**src/rtl/axil_cmd_initiator_pkg.sv**
```systemverilog
// Shared types and constants for the AXI4-lite command initiator.
package axil_cmd_initiator_pkg;

   typedef enum logic [2:0] {
      IDLE  = 3'd0,
      WR    = 3'd1,
      RD    = 3'd2,
      RSP   = 3'd3,
      DRAIN = 3'd4
   } state_e;

   localparam logic [1:0] AXI_RESP_OKAY   = 2'b00;
   localparam logic [1:0] AXI_RESP_SLVERR = 2'b10;

   // A timeout of 0 still needs a 1-bit counter to keep the declaration legal.
   function automatic int tmo_cnt_w(input int timeout_cycles);
      int w;
      w = $clog2(timeout_cycles + 1);
      return (w < 1) ? 1 : w;
   endfunction

endpackage

```
**src/rtl/axil_cmd_initiator.sv**
```systemverilog
// Single-outstanding command/response to AXI4-lite initiator with per-transaction timeout.
//
//   state | meaning
//   IDLE  | cmd_ready high, waiting for a command
//   WR    | AW/W in flight, waiting for B once both address and data are taken
//   RD    | AR in flight, waiting for R once the address is taken
//   RSP   | response presented, held until rsp_ready
//   DRAIN | timed-out transaction still open on AXI; retire its handshakes silently
module axil_cmd_initiator
   import axil_cmd_initiator_pkg::*;
#(
   parameter int ADDR_W         = 32,
   parameter int DATA_W         = 64,
   parameter int TIMEOUT_CYCLES = 1024
) (
   input  logic                aclk,
   input  logic                rstn,
   input  logic                cmd_valid,
   output logic                cmd_ready,
   input  logic                cmd_write,
   input  logic [ADDR_W-1:0]   cmd_addr,
   input  logic [2:0]          cmd_prot,
   input  logic [DATA_W-1:0]   cmd_wdata,
   input  logic [DATA_W/8-1:0] cmd_wstrb,
   output logic                rsp_valid,
   input  logic                rsp_ready,
   output logic [DATA_W-1:0]   rsp_rdata,
   output logic [1:0]          rsp_resp,
   output logic                rsp_timeout,
   output logic                awvalid,
   input  logic                awready,
   output logic [ADDR_W-1:0]   awaddr,
   output logic [2:0]          awprot,
   output logic                wvalid,
   input  logic                wready,
   output logic [DATA_W-1:0]   wdata,
   output logic [DATA_W/8-1:0] wstrb,
   input  logic                bvalid,
   output logic                bready,
   input  logic [1:0]          bresp,
   output logic                arvalid,
   input  logic                arready,
   output logic [ADDR_W-1:0]   araddr,
   output logic [2:0]          arprot,
   input  logic                rvalid,
   output logic                rready,
   input  logic [DATA_W-1:0]   rdata,
   input  logic [1:0]          rresp
);

   localparam int          CNT_W = tmo_cnt_w(TIMEOUT_CYCLES);
   localparam logic [31:0] TMO   = TIMEOUT_CYCLES;

   state_e                state_q;
   logic [ADDR_W-1:0]     addr_q;
   logic [2:0]            prot_q;
   logic [DATA_W-1:0]     wdata_q;
   logic [DATA_W/8-1:0]   wstrb_q;
   logic                  awvalid_q, wvalid_q, bready_q, arvalid_q, rready_q;
   logic                  rsp_valid_q, rsp_timeout_q, abandoned_q;
   logic [DATA_W-1:0]     rsp_rdata_q;
   logic [1:0]            rsp_resp_q;
   logic [CNT_W-1:0]      cnt_q, cnt_d;
   logic                  b_hs, r_hs, tmo_hit, axi_open_nx;

   // A channel's valid is cleared the cycle after its handshake, so a low valid
   // while the ready is still up means that address/data phase has completed.
   assign b_hs    = bvalid && bready_q && !awvalid_q && !wvalid_q;
   assign r_hs    = rvalid && rready_q && !arvalid_q;
   assign tmo_hit = (TMO != 32'd0) && (32'(cnt_q) + 32'd1 == TMO);
   assign cnt_d   = (32'(cnt_q) < TMO) ? cnt_q + 1'b1 : cnt_q;

   assign axi_open_nx = (awvalid_q && !awready) || (wvalid_q && !wready) ||
                        (bready_q && !b_hs) || (arvalid_q && !arready) ||
                        (rready_q && !r_hs);

   always_ff @(posedge aclk) begin
      if (!rstn) begin
         state_q       <= IDLE;
         addr_q        <= '0;
         prot_q        <= '0;
         wdata_q       <= '0;
         wstrb_q       <= '0;
         awvalid_q     <= 1'b0;
         wvalid_q      <= 1'b0;
         bready_q      <= 1'b0;
         arvalid_q     <= 1'b0;
         rready_q      <= 1'b0;
         rsp_valid_q   <= 1'b0;
         rsp_timeout_q <= 1'b0;
         rsp_rdata_q   <= '0;
         rsp_resp_q    <= AXI_RESP_OKAY;
         abandoned_q   <= 1'b0;
         cnt_q         <= '0;
      end else begin
         // Channel retirement runs in every state so late beats after a timeout still complete.
         if (awvalid_q && awready) awvalid_q <= 1'b0;
         if (wvalid_q && wready)   wvalid_q  <= 1'b0;
         if (arvalid_q && arready) arvalid_q <= 1'b0;
         if (b_hs)                 bready_q  <= 1'b0;
         if (r_hs)                 rready_q  <= 1'b0;

         case (state_q)
            IDLE: begin
               if (cmd_valid) begin
                  addr_q      <= cmd_addr;
                  prot_q      <= cmd_prot;
                  wdata_q     <= cmd_wdata;
                  wstrb_q     <= cmd_wstrb;
                  cnt_q       <= '0;
                  abandoned_q <= 1'b0;
                  if (cmd_write) begin
                     awvalid_q <= 1'b1;
                     wvalid_q  <= 1'b1;
                     bready_q  <= 1'b1;
                     state_q   <= WR;
                  end else begin
                     arvalid_q <= 1'b1;
                     rready_q  <= 1'b1;
                     state_q   <= RD;
                  end
               end
            end
            WR, RD: begin
               cnt_q <= cnt_d;
               if ((state_q == WR) ? b_hs : r_hs) begin
                  rsp_valid_q   <= 1'b1;
                  rsp_timeout_q <= 1'b0;
                  rsp_resp_q    <= (state_q == WR) ? bresp : rresp;
                  rsp_rdata_q   <= (state_q == WR) ? '0 : rdata;
                  state_q       <= RSP;
               end else if (tmo_hit) begin
                  rsp_valid_q   <= 1'b1;
                  rsp_timeout_q <= 1'b1;
                  rsp_resp_q    <= AXI_RESP_SLVERR;
                  rsp_rdata_q   <= '0;
                  abandoned_q   <= 1'b1;
                  state_q       <= RSP;
               end
            end
            RSP: begin
               if (rsp_ready) begin
                  rsp_valid_q <= 1'b0;
                  state_q     <= (abandoned_q && axi_open_nx) ? DRAIN : IDLE;
               end
            end
            DRAIN: begin
               if (!axi_open_nx) state_q <= IDLE;
            end
            default: state_q <= IDLE;
         endcase
      end
   end

   assign cmd_ready   = rstn && (state_q == IDLE);
   assign rsp_valid   = rsp_valid_q;
   assign rsp_rdata   = rsp_rdata_q;
   assign rsp_resp    = rsp_resp_q;
   assign rsp_timeout = rsp_timeout_q;
   assign awvalid     = awvalid_q;
   assign awaddr      = addr_q;
   assign awprot      = prot_q;
   assign wvalid      = wvalid_q;
   assign wdata       = wdata_q;
   assign wstrb       = wstrb_q;
   assign bready      = bready_q;
   assign arvalid     = arvalid_q;
   assign araddr      = addr_q;
   assign arprot      = prot_q;
   assign rready      = rready_q;

endmodule

```
**config.mk**
```make
export PLATFORM = sky130hd
export DESIGN_NAME = axil_cmd_initiator
export DESIGN_NICKNAME = d
export VERILOG_FILES = /design/src/rtl/axil_cmd_initiator_pkg.sv /design/src/rtl/axil_cmd_initiator.sv
export SDC_FILE = /design/constraint.sdc
export NUM_CORES = 1
export LEC_CHECK = 0
export ABC_AREA = 0
export ABC_CLOCK_PERIOD_IN_PS = 2400
export CORE_AREA = 2 2 157 159
export CTS_CLUSTER_SIZE = 30
export DETAILED_ROUTE_END_ITERATION = 10
export DIE_AREA = 0 0 159 161
export GPL_ROUTABILITY_DRIVEN = 0
export GPL_TIMING_DRIVEN = 0
export PLACE_DENSITY_LB_ADDON = 0.08
export SLEW_MARGIN = 5
export SYNTH_ARGS = -nofsm -noshare
export SYNTH_HDL_FRONTEND = slang
export SYNTH_SLANG_ARGS = --single-unit
```
**constraint.sdc**
```tcl
create_clock -name aclk -period 2.4 [get_ports aclk]
set_clock_uncertainty 0.2 [all_clocks]
set_input_delay 0.36 -clock aclk [delete_from_list [all_inputs] [get_ports aclk]]
set_output_delay 0.36 -clock aclk [all_outputs]
set_load 0.03 [all_outputs]
```
* Yosys cells after proc, flatten, opt, wreduce, memory -nomap -nowiden
Index checks and enable logic that the tools add are counted.
** Word-level totals
- Bits of input ports :: 185
- Register bits after elaboration :: 195
** Cells by class
- Magnitude comparators :: 1
- Reductions and logical operators :: 38
- Muxes and demuxes :: 46
- Add/sub/neg operators :: 2
- Equality and inequality tests :: 12
** Operators with widths (number)
- $mux 64 :: 3
- $mux 1 :: 27
- $mux 11 :: 2
- $pmux 11 s2 :: 1
- $mux 3 :: 6
- $logic_and 1x1->1 :: 15
- $add 11x1->12 const B :: 1
- $eq 12x11->1 const B :: 1
- $ne 2x2->1 const B :: 6
- $pmux 3 s4 :: 1
- $add 11x1->11 const B :: 1
- $lt 11x11->1 const B :: 1
- $logic_not 1->1 :: 8
- $mux 2 :: 4
- $reduce_and 4->1 :: 2
- $eq 3x2->1 const B :: 2
- $reduce_and 3->1 :: 2
- $reduce_bool 2->1 :: 3
- $logic_or 1x1->1 :: 4
- $pmux 1 s2 :: 2
- $reduce_and 2->1 :: 2
- $eq 3x1->1 const B :: 1
- $eq 3x3->1 const B :: 1
- $logic_not 3->1 :: 1
- other kinds (2) :: 2

* Logic depth before layout (Yosys ltp)
Gate-level depths: netlist (run 1).
- Depth in word-level cells :: 12
- Depth in mapped cells :: 9
- Depth with buffers taken out :: 7

* Worst setup path before layout (run 1)
No wires, ideal clock.
- Path kind :: register -> register
- Start point :: register cnt_q[0]
- End point :: register rsp_rdata_q[34], in the netlist rsp_rdata[34]
- Period minus slack after synthesis :: 2378 ps
- Arrival time :: 2058 ps
- Slack :: 22 ps
- Library setup time :: 120 ps
- Stages on the path, launching flop included :: 10
- Cells stage by stage :: dfxtp_1 -> ha_1 -> nand3_1 -> nor2_2 -> o21ai_1 -> a2111oi_4 -> a31oi_1 -> buf_4 -> buf_6 -> mux2i_1
** On the way
- Word-level cells in the longest chain between the ends :: 4
** Ends and longest elaborated chain
- start, declared :: line axil_cmd_initiator.sv:63 : logic [CNT_W-1:0] cnt_q, cnt_d;
- start signal, assigned :: line axil_cmd_initiator.sv:125 : cnt_q <= cnt_d;
- $add 11x1->12 :: line axil_cmd_initiator.sv:70 : assign tmo_hit = (TMO != 32'd0) && (32'(cnt_q) + 32'd1 == TMO);
- $eq 12x11->1 :: line axil_cmd_initiator.sv:70
- $reduce_bool 2->1 (no line)
- $reduce_and 2->1 (no line)
- end signal, assigned :: line axil_cmd_initiator.sv:130 : rsp_rdata_q <= (state_q == WR) ? '0 : rdata;
- end, declared :: line axil_cmd_initiator.sv:61 : logic [DATA_W-1:0] rsp_rdata_q;
No other way between the ends.
A chain may end at the register's enable or synchronous reset.

* Final worst setup path (run 1)
- Start point :: register cnt_q[1]
- End point :: register rsp_rdata_q[53], in the netlist rsp_rdata[53]
Same word-level chain as after synthesis.

==> results of run 1 <==
[cells by family after synthesis]
logic type | Yosys count | share of synthesized area
flip-flops | 195 | 0.500
AO/OA/AOI/OAI | 161 | 0.116
adder cells (fa/ha/maj) | 1 | 0.00160
multiplexers | 68 | 0.0873
XOR/XNOR | 2 | 0.00224
buffers and inverters | 107 | 0.0724
AND/OR/NAND/NOR | 424 | 0.221
[final cells by class]
cell class | instances | area (um2) | share of cell area
Clock inverter | 15 | 174 | 0.0131
Tap cell | 324 | 405 | 0.0306
Inverter | 6 | 22.5 | 0.00170
Sequential cell | 195 | 3930 | 0.296
Multi-Input combinational cell | 656 | 3480 | 0.262
Clock buffer | 17 | 425 | 0.0321
Timing Repair Buffer | 416 | 4190 | 0.316
Buffer | 100 | 634 | 0.0478
[final timing paths]
kind / from / endpoint / slack (ns)
max: cnt_q[1]$_SDFFE_PN0P_ / rsp_rdata[53]$_SDFFE_PN0P_ / -0.01
min: wdata[19]$_SDFFE_PN0P_ / wdata[19]$_SDFFE_PN0P_ / 0.25
max reg2reg: cnt_q[1]$_SDFFE_PN0P_ / rsp_rdata[53]$_SDFFE_PN0P_ / -0.01
min reg2reg: wdata[19]$_SDFFE_PN0P_ / wdata[19]$_SDFFE_PN0P_ / 0.25
[state kept, by name, summed over array words and instances, names as in the netlist]
| signal | count |
|---|---|
| rsp_valid | 1 |
| state_q | 3 |
| arprot | 3 |
| araddr | 32 |
| rsp_rdata | 64 |
| bready | 1 |
| abandoned_q | 1 |
| cnt_q | 11 |
| wvalid | 1 |
| wdata | 64 |
| wstrb | 8 |
| awvalid | 1 |
| rready | 1 |
| rsp_resp | 2 |
| rsp_timeout | 1 |
| arvalid | 1 |
[repair_timing]
item / 4_1_cts / 5_1_grt
cloned: 0 / 4
buffers inserted: 7 / 6
resized for setup: 54 / 38
hold buffers: 0 / 0
setup endpoints to repair: 171 / 134
pin swaps: 7 / 9
[per-layer routing]
metal / vias up / wire (um)
li1: 3984 / -
met1: 3628 / 11700
met2: 293 / 14000
met3: 29 / 2420
met4: 0 / 612
met5: - / 0
[critical path, cell delays in order, from the launching register on]
cell and delay [ns]:
dfxtp_4 0.40, nand3_2 0.10, nor3_4 0.22, mux2i_2 0.30, a2111oi_4 0.09, buf_4 0.16
a31oi_4 0.34, buf_12 0.20, clkbuf_16 0.16, mux2i_1 0.16
[placed cells by master, fill, tap and decap left out, types with 5 or more instances in the layout]
master           Yosys  final
a211oi_1             8      7
a21oi_1            127    126
buf_12               0      5
buf_4               36     49
clkbuf_1            56     39
clkbuf_16            0     21
clkbuf_2             0     16
clkdlybuf4s50_1      0    398
dfxtp_1            195    188
dfxtp_4              0      6
inv_1                6      6
mux2i_1             67     66
nand2_1            356    355
nor2_1              23     22
nor2b_1              5      5
o21ai_0              6      6
[through the flow]
step	TNS [ns]	std cells
3_3_place_gp	-60.91	1681
4_1_cts	-0.0531	1719
2_1_floorplan	0	958
6_report	-0.0521	1729
5_1_grt	-6.17	1729
3_5_place_dp	-59.58	1681
[where the power goes]
group	internal, W	total [W]	switching, W
Sequential	0.00355	0.00377	0.000220
Clock	0.00149	0.00290	0.00141
Combinational	0.00144	0.00345	0.00200
==> flow_summary.ini, run 1 <==
[status]
status = finished with violations
violations = negative setup slack

[layout]
drive_gt1_frac = 0.100
nets = 1578
fin_util = 0.553
final_area_um2 = 13300
fillers = 2311
diodes = 0
syn_to_final_growth_pct = 69.8

[global_route]
grt_pass1_vias = 7684
grtUsageMet2 = 0.373
grt_util_all_layers = 0.216
grt-busiest-layer = met2
met1_usage = 0.250
use_met3 = 0.0788
grt_max_degree = 20
antenna_found_initial = 0
grt_first_pass_wirelength_mm = 43.4
grt_overflow_total = 0

[timing]
grt_setup_unrepaired = true
max_slew_margin = 0.553
timing.final.crit_share = 1.01
hold-worst-slack_ns = 0.253
clock.fmax_ghz = 0.414
drv_slew = 0
tightest_slew_ns = 0.669
setup_viol = 8
period_minus_slack_ns = 2.41
finalHoldViolCount = 0
timing.final.ws_setup_ns = -0.0144

[synth]
yosys.area.top_type = dfxtp_1
syn-num-nets = 1144
synth_flop_cell = dfxtp_1
synth-warning-count = 0
ys_ff_latch = 195
synth.top_cell.area_share = 0.500
synth_cell_types = 49
avgSynthCellArea_um2 = 8.15
ys_top_cells_by_area = dfxtp_1 50%, nand2_1 17%, mux2i_1 8.6%
synth_edf_count = 0
yosys-top-cells-count = 356 x nand2_1, 195 x dfxtp_1, 127 x a21oi_1
synthesis.area_um2 = 7810
synthArstFlopShare = 0
synthMostInstantiatedCell = nand2_1
postSynthCellCount = 958
ys_seq_area_frac = 0.500

[clock_tree]
htree_levels = 4
cts_buffers = 17
clk_transition_reported_paths_ns = 0.08
cts_tree = yes
insertion_delay_ns = 0.43
cts_sinks = 195
clock-root-buffer = clkbuf_16
ctsLongestPathBuffers = 2

[route]
wl_per_cell_um = 16.6
vias = 7934
drt_pass1_iterations = 5
drtIter0Drc = 449
wl_mm = 28.7
viasPerCell = 4.59
drc = 0
ant_nets = 0

[floorplanning]
fp.coreArea_um2 = 24000
die_x_um = 159
die_height_um = 161
initial_core_util = 0.326
ios = 401
dieArea_um2 = 25600
fp-row-count = 57

[critical_path]
required_ns = 2.56
worstSetupPathType = register to register
crit_arrival_ns = 2.57
crit_path_end_kind = register
path_max_fanout = 6
startpoint_type = register
rr_worst_depth = 9

[placed_design]
placed_cell_area_um2 = 12200
place_ws_ns = -0.787
hpwl_mm = 21.9
port_buffers = 399

[hold_path]
hold_class = register to register
hold_depth = 2

[run]
drv_cap = 0

[power_and_ir_drop]
vdd_drop_max_mv = 0.428
leakage_nw = 5.24
power_density_nw_per_um2 = 763
power_w = 0.0101
Power figures use the tool's default switching activity.
==> inputs of run 2 (changes only) <==
CORE_AREA = 2 2 162 164   (was 2 2 157 159)
DIE_AREA = 0 0 164 166   (was 0 0 159 161)
RECOVER_POWER = 50   (was not set)
==> run 2 against run 1 <==
The run still ends with negative setup slack left. Final cell count rose by 0.98%. Power hardly changed. First-iteration DRC count down 30%. Cell area up 0.88%. Worst setup slack lost 0.071 ns. Maximum frequency is 2.9% lower. Sequential power about the same. Die area increased by 6.3%.
==> flow_summary.ini, run 2 (synthesis gave the netlist of run 1 again) <==
[status]
status = finished with violations
violations = negative setup slack

[route]
wl_per_cell_um = 16.4
drt_pass1_iterations = 4
wl_mm = 28.7
drc = 0
vias = 7926
viasPerCell = 4.54
drtIter0Drc = 315
ant_nets = 0

[floorplanning]
dieArea_um2 = 27200
fp.coreArea_um2 = 25600
initial_core_util = 0.305
fp-row-count = 59
ios = 401
die_x_um = 164
die_height_um = 166

[timing]
timing.final.ws_setup_ns = -0.0853
clock.fmax_ghz = 0.402
finalHoldViolCount = 0
timing.final.crit_share = 1.04
max_slew_margin = 0.553
period_minus_slack_ns = 2.49
grt_setup_unrepaired = true
setup_tns_ns = -2.94
setup_viol = 61
tightest_slew_ns = 0.668
drv_slew = 0

[clock_tree]
clk_transition_reported_paths_ns = 0.08
cts_sinks = 195
cts_buffers = 17
postCtsHoldBufs = 0
insertion_delay_ns = 0.43
cts_tree = yes
ctsLongestPathBuffers = 2
clock-root-buffer = clkbuf_16
htree_levels = 4

[power_and_ir_drop]
leakage_nw = 5.78
power_density_nw_per_um2 = 757
vdd_drop_max_mv = 0.388
power_w = 0.0101

[global_route]
grt_first_pass_wirelength_mm = 43.6
grt_max_degree = 20
grt_overflow_total = 0
grt_util_all_layers = 0.206
grt_pass1_vias = 7667
antenna_found_initial = 2

[layout]
syn_to_final_growth_pct = 71.3
final_cell_mix = 355 x nand2_1, 240 x clkdlybuf4s50_1, 189 x dfxtp_1
final_cells = 1746
drive_gt1_frac = 0.101
nets = 1582
fin_util = 0.522
layout_commonest_cell = nand2_1

[hold_path]
hold_depth = 2
hold_path_startpoint = wstrb[2]$_SDFFE_PN0P_
holdPathEnd = wstrb[2]$_SDFFE_PN0P_
hold_class = register to register

[critical_path]
startpoint_type = register
required_ns = 2.57
worstSetupPathType = register to register
max_stage_delay_ns = 0.40
path_max_fanout = 8
path_cells = ha_4 -> and3_4 -> a21oi_2 -> a211oi_2 -> a2111oi_4 -> buf_4 -> a31oi_4 -> buf_12 -> clkbuf_16 -> mux2i_1
worst_path_max_delay_cell = dfxtp_4
reg2reg_slack_ns = -0.09
rr_worst_depth = 10
r2r-end = rsp_rdata[42]$_SDFFE_PN0P_
r2r-start = cnt_q[1]$_SDFFE_PN0P_
cp_top_family = compound AO/OA/AOI/OAI gates
crit_path_end_kind = register
crit_arrival_ns = 2.65
cp.buffers_inverters = 3

[placed_design]
dpl.cell_count = 1692
hpwl_mm = 21.5
port_buffers = 399

[run]
drv_cap = 0
-- run 2: worst max path at each step --
stage                          startpoint                    endpoint  slack (ns)  cells after the start
floorplan           cnt_q[0]$_SDFFE_PN0P_  rsp_rdata[34]$_SDFFE_PN0P_        0.02                      9
global route        cnt_q[1]$_SDFFE_PN0P_  rsp_rdata[35]$_SDFFE_PN0P_       -0.16                     10
finish              cnt_q[1]$_SDFFE_PN0P_  rsp_rdata[42]$_SDFFE_PN0P_       -0.09                     10
CTS                 cnt_q[6]$_SDFFE_PN0P_   rsp_rdata[4]$_SDFFE_PN0P_       -0.03                      9
global placement                     rstn                   cmd_ready       -0.84                      6
detailed placement                   rstn                   cmd_ready       -0.84                      6
-- run 2: routing by layer --
metal | global-route usage | share of wire | vias to the layer above
met5 | 0 | 0 | -
met4 | 0.0610 | 0.016 | 0
met3 | 0.0792 | 0.096 | 25
met2 | 0.360 | 0.49 | 286
met1 | 0.230 | 0.40 | 3611
li1 | - | - | 4004
-- run 2: tightest hold or removal path: cells and delay by family (launching register included) --
family / cells / cell delay (ns)
flip-flops: 1 / 0.31
AO/OA/AOI/OAI: 1 / 0.05
AND/OR/NAND/NOR: 1 / 0.05
-- run 2: power by group --
part           switching (W)  leakage, nW  total (W)  internal (W)
Sequential          0.000208         1.59    0.00376       0.00355
Clock                0.00145        0.297    0.00297       0.00152
Combinational        0.00202         3.90    0.00340       0.00138
-- run 2: cell type report --
cell class / instances / area [um2]
antenna: 2 / 5.00
buffer: 100 / 657
fill: 2456 / 12200
timing repair buffer: 420 / 4280
tap: 335 / 419
sequential: 195 / 3920
clock inverter: 14 / 161
inverter: 6 / 22.5
clock buffer: 18 / 439
multi-input combinational: 656 / 3470
-- run 2: stage by stage --
step / area (um2) / worst slack, ns / hold slack, ns
2_1_floorplan: 7810 / 0.0224 / 0.236
3_3_place_gp: 12200 / -0.835 / 0.231
3_5_place_dp: 12200 / -0.836 / 0.245
4_1_cts: 13100 / -0.0277 / 0.240
5_1_grt: 13400 / -0.161 / 0.255
6_report: 13400 / -0.0853 / 0.250
-- run 2: what timing repair did --
action,4_1_cts,5_1_grt
setup endpoints to repair,172,111
buffers inserted,9,7
gates resized for setup,65,31
pin swaps,10,11
endpoints found under the hold margin,0,0
cloned,1,6
